**src/rtl/alu_arbiter.sv**
```systemverilog
// alu_arbiter: two requesters share one combinational ALU through an IDLE/EXEC/RESP sequencer.
// Define ALU_ARB_ROUND_ROBIN_EN for round-robin arbitration; otherwise requester 0 has fixed priority.
module alu_arbiter #(
  parameter int N = 64
) (
  input  logic         clk,
  input  logic         reset,
  input  logic         req0_valid,
  output logic         req0_ready,
  input  logic [N-1:0] req0_a,
  input  logic [N-1:0] req0_b,
  input  logic [3:0]   req0_ctrl,
  input  logic         req1_valid,
  output logic         req1_ready,
  input  logic [N-1:0] req1_a,
  input  logic [N-1:0] req1_b,
  input  logic [3:0]   req1_ctrl,
  output logic [N-1:0] alu_a,
  output logic [N-1:0] alu_b,
  output logic [3:0]   alu_ctrl,
  input  logic [N-1:0] alu_result,
  input  logic         alu_zero,
  output logic         rsp_valid,
  input  logic         rsp_ready,
  output logic         rsp_id,
  output logic [N-1:0] rsp_result,
  output logic         rsp_zero,
  output logic [1:0]   dbg_state,
  output logic         dbg_last_grant
);

  // Handshakes: a transfer happens on a rising edge where valid && ready are both high.
  // Requesters hold valid and payload until accepted; the response holds until rsp_ready.

  typedef enum logic [1:0] {
    IDLE = 2'd0,
    EXEC = 2'd1,
    RESP = 2'd2
  } state_t;

  state_t       state;
  logic [N-1:0] op_a;
  logic [N-1:0] op_b;
  logic [3:0]   op_ctrl;
  logic         op_id;
  logic         last_grant;

  logic         grant0;
  logic         grant1;
  logic         accept;
  logic [N-1:0] sel_a;
  logic [N-1:0] sel_b;
  logic [3:0]   sel_ctrl;

  always_comb begin
    grant0 = 1'b0;
    grant1 = 1'b0;
`ifdef ALU_ARB_ROUND_ROBIN_EN
    // On contention the requester that did not win last time goes next.
    if (req0_valid && req1_valid) begin
      grant0 = last_grant;
      grant1 = ~last_grant;
    end else begin
      grant0 = req0_valid;
      grant1 = req1_valid;
    end
`else
    grant0 = req0_valid;
    grant1 = req1_valid && !req0_valid;
`endif
  end

  assign req0_ready = (state == IDLE) && !reset && grant0;
  assign req1_ready = (state == IDLE) && !reset && grant1;
  assign accept     = req0_ready || req1_ready;

  assign sel_a    = req1_ready ? req1_a    : req0_a;
  assign sel_b    = req1_ready ? req1_b    : req0_b;
  assign sel_ctrl = req1_ready ? req1_ctrl : req0_ctrl;

  // The shared ALU sees operands only during the single EXEC cycle.
  assign alu_a    = (state == EXEC) ? op_a    : '0;
  assign alu_b    = (state == EXEC) ? op_b    : '0;
  assign alu_ctrl = (state == EXEC) ? op_ctrl : 4'b0000;

  assign dbg_state      = state;
  assign dbg_last_grant = last_grant;

  always_ff @(posedge clk) begin
    if (reset) begin
      state      <= IDLE;
      rsp_valid  <= 1'b0;
      rsp_id     <= 1'b0;
      rsp_result <= '0;
      rsp_zero   <= 1'b0;
      last_grant <= 1'b1;
      op_a       <= '0;
      op_b       <= '0;
      op_ctrl    <= 4'b0000;
      op_id      <= 1'b0;
    end else begin
      case (state)
        IDLE: begin
          if (accept) begin
            op_a    <= sel_a;
            op_b    <= sel_b;
            op_ctrl <= sel_ctrl;
            op_id   <= req1_ready;
`ifdef ALU_ARB_ROUND_ROBIN_EN
            last_grant <= req1_ready;
`endif
            state   <= EXEC;
          end
        end
        EXEC: begin
          rsp_result <= alu_result;
          rsp_zero   <= alu_zero;
          rsp_id     <= op_id;
          rsp_valid  <= 1'b1;
          state      <= RESP;
        end
        RESP: begin
          if (rsp_ready) begin
            rsp_valid <= 1'b0;
            state     <= IDLE;
          end
        end
        default: begin
          rsp_valid <= 1'b0;
          state     <= IDLE;
        end
      endcase
    end
  end

endmodule

```
**config.mk**
```make
export PLATFORM = sky130hd
export DESIGN_NAME = alu_arbiter
export DESIGN_NICKNAME = d
export VERILOG_FILES = /design/src/rtl/alu_arbiter.sv
export SDC_FILE = /design/constraint.sdc
export NUM_CORES = 1
export LEC_CHECK = 0
export BUFFER_PORTS_ARGS = -buffer_cell sky130_fd_sc_hd__clkbuf_2
export CAP_MARGIN = 10
export CELL_PAD_IN_SITES_DETAIL_PLACEMENT = 1
export CELL_PAD_IN_SITES_GLOBAL_PLACEMENT = 2
export CORE_AREA = 2 2 207 209
export DETAILED_ROUTE_END_ITERATION = 8
export DIE_AREA = 0 0 209 211
export GPL_ROUTABILITY_DRIVEN = 0
export HOLD_SLACK_MARGIN = 0.15
export PLACE_DENSITY = 0.8
export SLEW_MARGIN = 20
export SYNTH_ARGS = -nofsm -noshare
export SYNTH_HDL_FRONTEND = slang
export SYNTH_SLANG_ARGS = --single-unit
```
**constraint.sdc**
```tcl
create_clock -name clk -period 1.65 [get_ports clk]
set_clock_uncertainty 0.1 [all_clocks]
set_input_delay 0.165 -clock clk [delete_from_list [all_inputs] [get_ports clk]]
set_output_delay 0.165 -clock clk [all_outputs]
set_load 0.05 [all_outputs]
```
### Word level (Yosys, flattened, before mapping)

Index checks and enable logic that the tools add are counted.

* memories: 0
* bits in latches: 0
* RAM bits: 0
* memory bits (read-only): 0
* flip-flop bits (word level): 202
* word-level logic and storage cells: 36

* shift-type cells: 0
* equality and inequality tests: 4
* multipliers: 0
* add/sub/neg operators: 0
* div/mod/pow operators: 0
* reductions and logical operators: 11
* $lt $le $gt $ge: 0
* mux-type cells: 11
* bitwise logic cells: 1

Operators by type and width (count)
* 64-bit two-way mux: 4
* 4-bit two-way mux: 2
* 2-bit case mux with 3 select lines: 1
* 2-bit AND reduction: 3
* 1-bit logical AND: 4
* 2-bit two-way mux: 2
* 2-bit inequality test (second input constant): 2
* 1-bit case mux with 3 select lines: 1
* 2-bit by 1-bit == test with 1-bit output (second input constant): 1
* 2-bit == test (second input constant): 1
* 1-bit zero test: 2
* 2-bit zero test: 1
* 1-bit logical OR: 1
* 1-bit two-way mux: 1
* 1-bit inverter: 1

### Depth between registers and ports, before layout

Gate-level depths: netlist (run 1).

* depth after elaboration: 6
* gate-level depth with buffers: 6

### Worst setup path before layout (run 1)

Ideal clock, no wire load.

* kind: flip-flop to output port
* start: register state[0], in the netlist dbg_state[0]
* end: output alu_b[45]
* path slack: -0.587 ns
* cell stages (with the launch flop): 6
* data arrival time: 1.972 ns
* required time: 1.385 ns
* path through: dfxtp_1 -> nand2b_1 -> buf_2 -> buf_2 -> buf_2 -> nor2_1

* word-level cells in the longest chain between the ends: 2

Ends and longest elaborated chain
* from (decl): line 41 `state_t state;`
* from (signal assigned): line 91 `state <= IDLE;`
* from (signal assigned): line 112 `state <= EXEC;`
* from (signal assigned): line 120 `state <= RESP;`
* 2-bit by 1-bit == test with 1-bit output: line 83 `assign alu_b = (state == EXEC) ? op_b : '0;`
* 64-bit two-way mux: line 83
* to (decl): line 19 `output logic [N-1:0] alu_b,`

No other way between the ends.

### Final worst setup path (run 1)

* start: register state[1], in the netlist dbg_state[1]
* end: output alu_b[21]

Same word-level chain as after synthesis.

==> key figures, run 1 <==
Run status
  • Status: finished, violations left
  • Failing checks: setup timing

Synthesis
  • Syn avg cell area: 8.53 um2
  • Ys async rst share: 0
  • Number of flops mapped to enable cells by yosys: 0
  • Synth Instances: 1057
  • Synth Register Bits: 202
  • Top FF cell, synth: dfxtp_1
  • Sequential area share after synthesis: 0.448
  • Mapped Nets: between 1000 and 1500
  • Post-synthesis cell type count: 22
  • Post-synthesis cell area: between 0.009 and 0.01 mm2
  • Yosys warns: 0

Power
  • Leak: 0.00884 uW
  • Peak supply drop: approximately 0.74 mV
  • Pint: 12100 uW
  • Switching pwr: roughly 6600 uW
  • P per Cell Area: 895 mW/mm2
  • Switching part of the total: 0.354
  • Flop pwr share: 0.298
  • Combinational share of power: 0.390
  • Clock power share: 0.311

Placement
  • Hpwl dp: about 28 mm
  • Post-Place Setup Slack: 0.0225 ns
  • # placed instances: 2073
  • IO Port Bufs: 536

Floorplanning
  • Initial core utilization: 0.216
  • Die footprint: ~0.044 mm2
  • Core area: 0.0418 mm2
  • Die X: 209 um
  • Ports: approximately 540
  • Die Y: 211 um
  • Rows: 75

Timing
  • Final setup violation count: 222
  • Final hold vios: 0
  • Final WS setup: -0.374 ns
  • Period utilization: 1.23
  • Tmin final: 2.02 ns
  • Slew @ Worst Pin: 1.01 ns
  • Slew Viols, Final: 0
  • Slew Limit Headroom: 0.329
  • Setup_tns: -46.58 ns
  • RSZ-0062 raised after global routing: yes
  • Hold WS: 0.192 ns
  • Fmax: ~500 MHz

Drt
  • Drt drc: 0
  • Drt first pass iters: 5
  • Final WL: 60.4 mm
  • Routed Antenna Nets: 0
  • Via/cell ratio: roughly 5.0
  • Starting DRT DRC Count: 655
  • WL per Instance: 24.1 um
  • Vias: ~12000

Finish
  • Finished Core Util: 0.502
  • Filler cells: 4526
  • Fin nets: 2283
  • Share of layout cells above drive strength 1: 0.512
  • Layout Cells excl Fill: around 2500
  • Area delta synth->final: 132%

Global route
  • Total gr overflow: 0
  • GRT Overall Usage: 0.221
  • First-pass GRT wire length: 76.7 mm
  • Pin count of the biggest net entering global routing: 108
  • Vias in the first global route: 13400
  • Initial antenna violation count: 4

Clock tree
  • CTS tree: yes
  • TritonCTS Buffers: 26
  • Root buf cell: clkbuf_16
  • Skew-Pair Late Insertion Delay: 0.53 ns
  • H-Tree Depth: 1
  • CTS Sinks: 202
  • Buffer levels on the longest clock path: 3
  • Clk slew on worst S/H paths: 0.06 ns

Setup path
  • CP Class: register to output port
  • CP endpoint kind: output port
  • Critical Path AT: about 1.8 ns
  • WP data required: 1.38 ns
  • Worst Path Max Fanout: 9
  • Critical Path Source Type: register

Job
  • Max_cap viols: 0

Worst hold path
  • Hold crit path type: input port to register
[sequential cells by signal (all words and copies together) (netlist names)]
| name | flops |
|---|---|
| op_a | 64 |
| rsp_id | 1 |
| rsp_zero | 1 |
| op_id | 1 |
| dbg_state | 2 |
| op_b | 64 |
| rsp_valid | 1 |
| op_ctrl | 4 |
| rsp_result | 64 |
[power by group through the flow]
stage / registers (uW) / logic [uW] / clock network [uW]
after floorplan: 6000 / 2630 / 0
after global placement: 5640 / 4430 / 0
after detailed placement: 5660 / 4490 / 0
after CTS: 5540 / 5810 / 5900
after global routing: 5630 / 7620 / 6140
final: 5590 / 7320 / 5840
[layout make-up]
class	count	area, um2	share of cell area
clock inverters	6	82.6	0.00394
multi-input cells	613	5660	0.270
diodes	4	10.0	0.000478
repair buffers	973	9210	0.439
inverters	133	502	0.0239
flip-flops and latches	202	4050	0.193
well taps	539	674	0.0322
clock buffers	38	777	0.0371
[repair_timing]
item,in CTS,in global routing
gates cloned,6,29
pin swaps,6,136
hold endpoints to repair,202,0
resized for setup,346,338
hold buffers,333,0
setup buffers,7,13
endpoints found under the setup margin,135,335
[cell usage after synthesis (2+ instances only)]
library cell  instances  area share
nor2_1              137       0.057
a221oi_2             80        0.13
nand2b_1              3      0.0021
dfxtp_1             202        0.45
clkbuf_1             39       0.016
nor2b_1               2      0.0014
buf_4                 3      0.0025
a221oi_1             52       0.051
nand2_1             133       0.055
inv_1               132       0.055
a21oi_1              68       0.038
buf_6                 9       0.011
buf_2                57       0.032
o22ai_1             132       0.092
[worst max-delay path, cell delays in order, from the launching register on]
cell and delay [ns]:
dfxtp_4 0.34, nand2b_4 0.20, buf_12 0.20, clkbuf_16 0.18
nor2_4 0.12, buf_8 0.17
[through the flow]
step | power (uW) | instance area (um2)
floorplan | 8630 | 9600
global placement | 10100 | 13100
detailed placement | 10100 | 13100
CTS | 17300 | 18900
global route | 19400 | 21000
finish | 18800 | 21000
[final timing paths]
| path | slack [ns] | start | endpoint | depth (start not counted) |
|---|---|---|---|---|
| max reg2reg | -0.15 | dbg_state[1]$_SDFFE_PP0P_ | rsp_result[36]$_SDFFE_PP0N_ | 9 |
| min reg2reg | 0.35 | rsp_result[29]$_SDFFE_PP0N_ | rsp_result[29]$_SDFFE_PP0N_ | 2 |
| max | -0.37 | dbg_state[1]$_SDFFE_PP0P_ | alu_b[21] | 5 |
| min | 0.19 | reset | op_a[18]$_SDFFE_PP0P_ | 3 |
[layout by cell type (no fill, tap or decap), drive strengths merged]
cell type / netlist / routed
o21ai: 1 / 1
conb: 1 / 1
a221oi: 132 / 132
dfxtp: 202 / 202
nand2: 133 / 133
clkinv: 1 / 3
clkbuf: 39 / 476
bufinv: 0 / 2
nor2: 137 / 137
o22ai: 132 / 132
and2: 1 / 1
dlygate4sd3: 0 / 333
nand2b: 3 / 3
o21a: 1 / 1
nor2b: 2 / 2
buf: 70 / 202
diode: 0 / 4
inv: 132 / 133
nor3: 2 / 2
a21oi: 68 / 68
clkinvlp: 0 / 1
[layer usage]
layer	up-vias	track usage	wire [um]
met3	197	0.0422	3380
met4	0	0.119	3390
li1	5538	-	-
met5	-	0	0
met2	610	0.418	32000
met1	6114	0.230	21600
[kinds of logic after synthesis]
kind of cell / after synthesis / share of synthesized area
AO/OA/AOI/OAI: 334 / 0.315
buffers and inverters: 242 / 0.117
AND/OR/NAND/NOR: 278 / 0.119
other: 1 / 0.000416
flip-flops: 202 / 0.448
Note: power is estimated with default switching activity, not from simulation.
==> inputs of run 2 (changes only) <==
- ABC_CLOCK_PERIOD_IN_PS: unset -> 1650
- GPL_TIMING_DRIVEN: unset -> 0
==> key figures, run 2 (same netlist as run 1, synthesis figures left out) <==
Clock tree
  • CTS Sinks: 202 (unchanged)
  • H-Tree Depth: 1 (unchanged)
  • Root buf cell: clkbuf_16
  • CTS tree: yes
  • Clk slew on worst S/H paths: 0.06 ns (about the same)
  • Buffer levels on the longest clock path: 3 (unchanged)
  • TritonCTS Buffers: 25 (-3.8%)
  • Skew-Pair Late Insertion Delay: 0.54 ns (about the same)

Finish
  • Area delta synth->final: 124%
  • Most common cell after layout, fill and taps aside: clkbuf_2
  • Layout Cells excl Fill: 2545 (+1.5%)
  • Filler cells: 4664 (+3.0%)
  • Fin nets: 2317 (+1.5%)
  • Biggest regs: op_a x64, op_b x64, rsp_result x64
  • Most frequent cells in the layout: clkbuf_2 (407), dlygate4sd3_1 (333), dfxtp_1 (200)
  • Share of layout cells above drive strength 1: 0.465 (-0.0469)

Timing
  • Tmin final: 2.12 ns (+0.0997 ns)
  • Hold WS: 0.288 ns (+0.0966 ns)
  • Final hold vios: 0 (unchanged)
  • RSZ-0062 raised after global routing: yes
  • Slew Limit Headroom: 0.363 (+0.0335)
  • Final WS setup: -0.473 ns (-0.0997 ns)
  • Fmax: 471 MHz (-4.7%)
  • Slew @ Worst Pin: 0.956 ns (-0.0502 ns)
  • Slew Viols, Final: 0 (unchanged)
  • Final setup violation count: 218 (-1.8%)
  • Period utilization: 1.29 (+0.0604)
  • Setup_tns: -59.07 ns (-12.49 ns)

Drt
  • Final WL: 58.9 mm (-2.4%)
  • Routed Antenna Nets: 0 (unchanged)
  • Vias: 12400 (-0.50%)
  • Drt drc: 0 (unchanged)
  • WL per Instance: 23.1 um (-3.9%)
  • Starting DRT DRC Count: 522 (-20%)
  • Via/cell ratio: 4.87 (-1.9%)
  • Drt first pass iters: 5 (unchanged)

Placement
  • # placed instances: 2132 (+2.8%)
  • Post-Place Setup Slack: -0.827 ns (-0.849 ns)
  • Hpwl dp: 33.6 mm (+18%)
  • IO Port Bufs: 536 (unchanged)

Run status
  • Failing checks: setup timing
  • Status: finished, violations left

Setup path
  • Capturing point of the worst reg2reg path: op_b[48]$_SDFFE_PP0P_
  • Worst Path Max Fanout: 9 (unchanged)
  • RR Startpoint: dbg_state[1]$_SDFFE_PP0P_
  • CP Class: register to output port
  • Critical Path Source Type: register
  • WP data required: 1.38 ns (about the same)
  • Reg2Reg Setup Slack: -0.14 ns (about the same)
  • Critical Path AT: 1.86 ns (+0.10 ns)
  • CP endpoint kind: output port
  • R2R depth: 7 (-2)

Floorplanning
  • Initial core utilization: 0.216 (unchanged)
  • Rows: 75 (unchanged)
  • Ports: 538 (unchanged)
  • Die Y: 211 um (unchanged)
  • Die X: 209 um (unchanged)
  • Die footprint: 0.0441 mm2 (unchanged)
  • Core area: 0.0418 mm2 (unchanged)

Worst hold path
  • Hold depth: 4 (+1)
  • Hold Path Sink: op_b[25]$_SDFFE_PP0P_
  • Hold_sp: req1_valid
  • Hold crit path type: input port to register

Power
  • P per Cell Area: 878 mW/mm2 (-1.9%)
  • Peak supply drop: 0.650 mV (-12%)
  • Leak: 0.00854 uW (-3.4%)

Global route
  • Total gr overflow: 0 (unchanged)
  • GRT Overall Usage: 0.248 (+0.0275)
  • Vias in the first global route: 13800 (+3.5%)
  • Pin count of the biggest net entering global routing: 13 (-88%)
  • Initial antenna violation count: 3 (-1)
  • First-pass GRT wire length: 83.8 mm (+9.4%)

Job
  • Max_cap viols: 0 (unchanged)
==> run 2: cell count changes in the layout (fill, tap and decap cells not counted), moves of 23 or more <==
| cell | previous run | this run |
|---|---|---|
| a21oi_1 | 39 | 67 |
| clkbuf_1 | 5 | 31 |
| a221oi_1 | 1 | 33 |
| nand2_1 | 109 | 132 |
| a21oi_2 | 29 | 1 |
==> run 2: where the power goes <==
group | leakage (uW) | total, uW | internal [uW] | switching, uW
clock network | 0.000389 | 5520 | 3180 | 2340
logic | 0.00648 | 6610 | 2780 | 3830
registers | 0.00168 | 5580 | 5390 | 192
total | 0.00854 | 17700 | 11400 | 6360
==> run 2: worst max path at each step <==
stage | start | end | slack [ns] | cells after the start
6_report | dbg_state[1]$_SDFFE_PP0P_ | alu_b[6] | -0.47 | 6
3_5_place_dp | req0_valid | op_a[9]$_SDFFE_PP0P_ | -0.83 | 6
3_3_place_gp | dbg_state[1]$_SDFFE_PP0P_ | alu_b[63] | -0.83 | 5
5_1_grt | dbg_state[0]$_SDFFE_PP0P_ | alu_b[6] | -0.52 | 6
2_1_floorplan | dbg_state[1]$_SDFFE_PP0P_ | alu_a[23] | -0.35 | 5
4_1_cts | dbg_state[0]$_SDFFE_PP0P_ | alu_b[59] | -0.52 | 7
==> run 2: area by class of cell <==
cell class / count / area, um2 / share of cell area
inverter: 133 / 503 / 0.0249
clock buffer: 39 / 728 / 0.0361
buffer: 105 / 1000 / 0.0497
sequential: 202 / 4050 / 0.201
timing repair buffer: 903 / 8050 / 0.399
antenna: 4 / 10.0 / 0.000496
tap: 539 / 674 / 0.0334
multi-input combinational: 613 / 5080 / 0.252
clock inverter: 7 / 66.3 / 0.00329
==> run 2: metal layers <==
metal  vias up  share of wire  GRT usage
li1       5590              -          -
met1      6028           0.37      0.259
met2       568           0.52      0.466
met3       211          0.055     0.0552
met4         0          0.059      0.129
met5         -              0          0
==> run 2: what timing repair did <==
action	in CTS	in global routing
gates cloned	8	5
hold buffers	333	0
pin swaps	4	12
hold endpoints to repair	201	0
setup buffers	19	4
setup endpoints to repair	287	335
gates resized for setup	476	258
==> run 2: through the flow <==
step,utilization,power [uW],instance area (um2)
2_1_floorplan,-,8630,9600
3_3_place_gp,0.310,9940,13000
3_5_place_dp,0.310,10000,13000
4_1_cts,0.467,17200,19500
5_1_grt,0.483,18400,20200
6_report,0.483,17700,20200
==> run 2: worst max-delay path, cell delays in order, from the launching register on <==
cell and delay (ns):
dfxtp_4 0.34, nand2b_4 0.14, buf_12 0.15, buf_16 0.18, buf_12 0.17, nor2_4 0.14
clkbuf_16 0.19
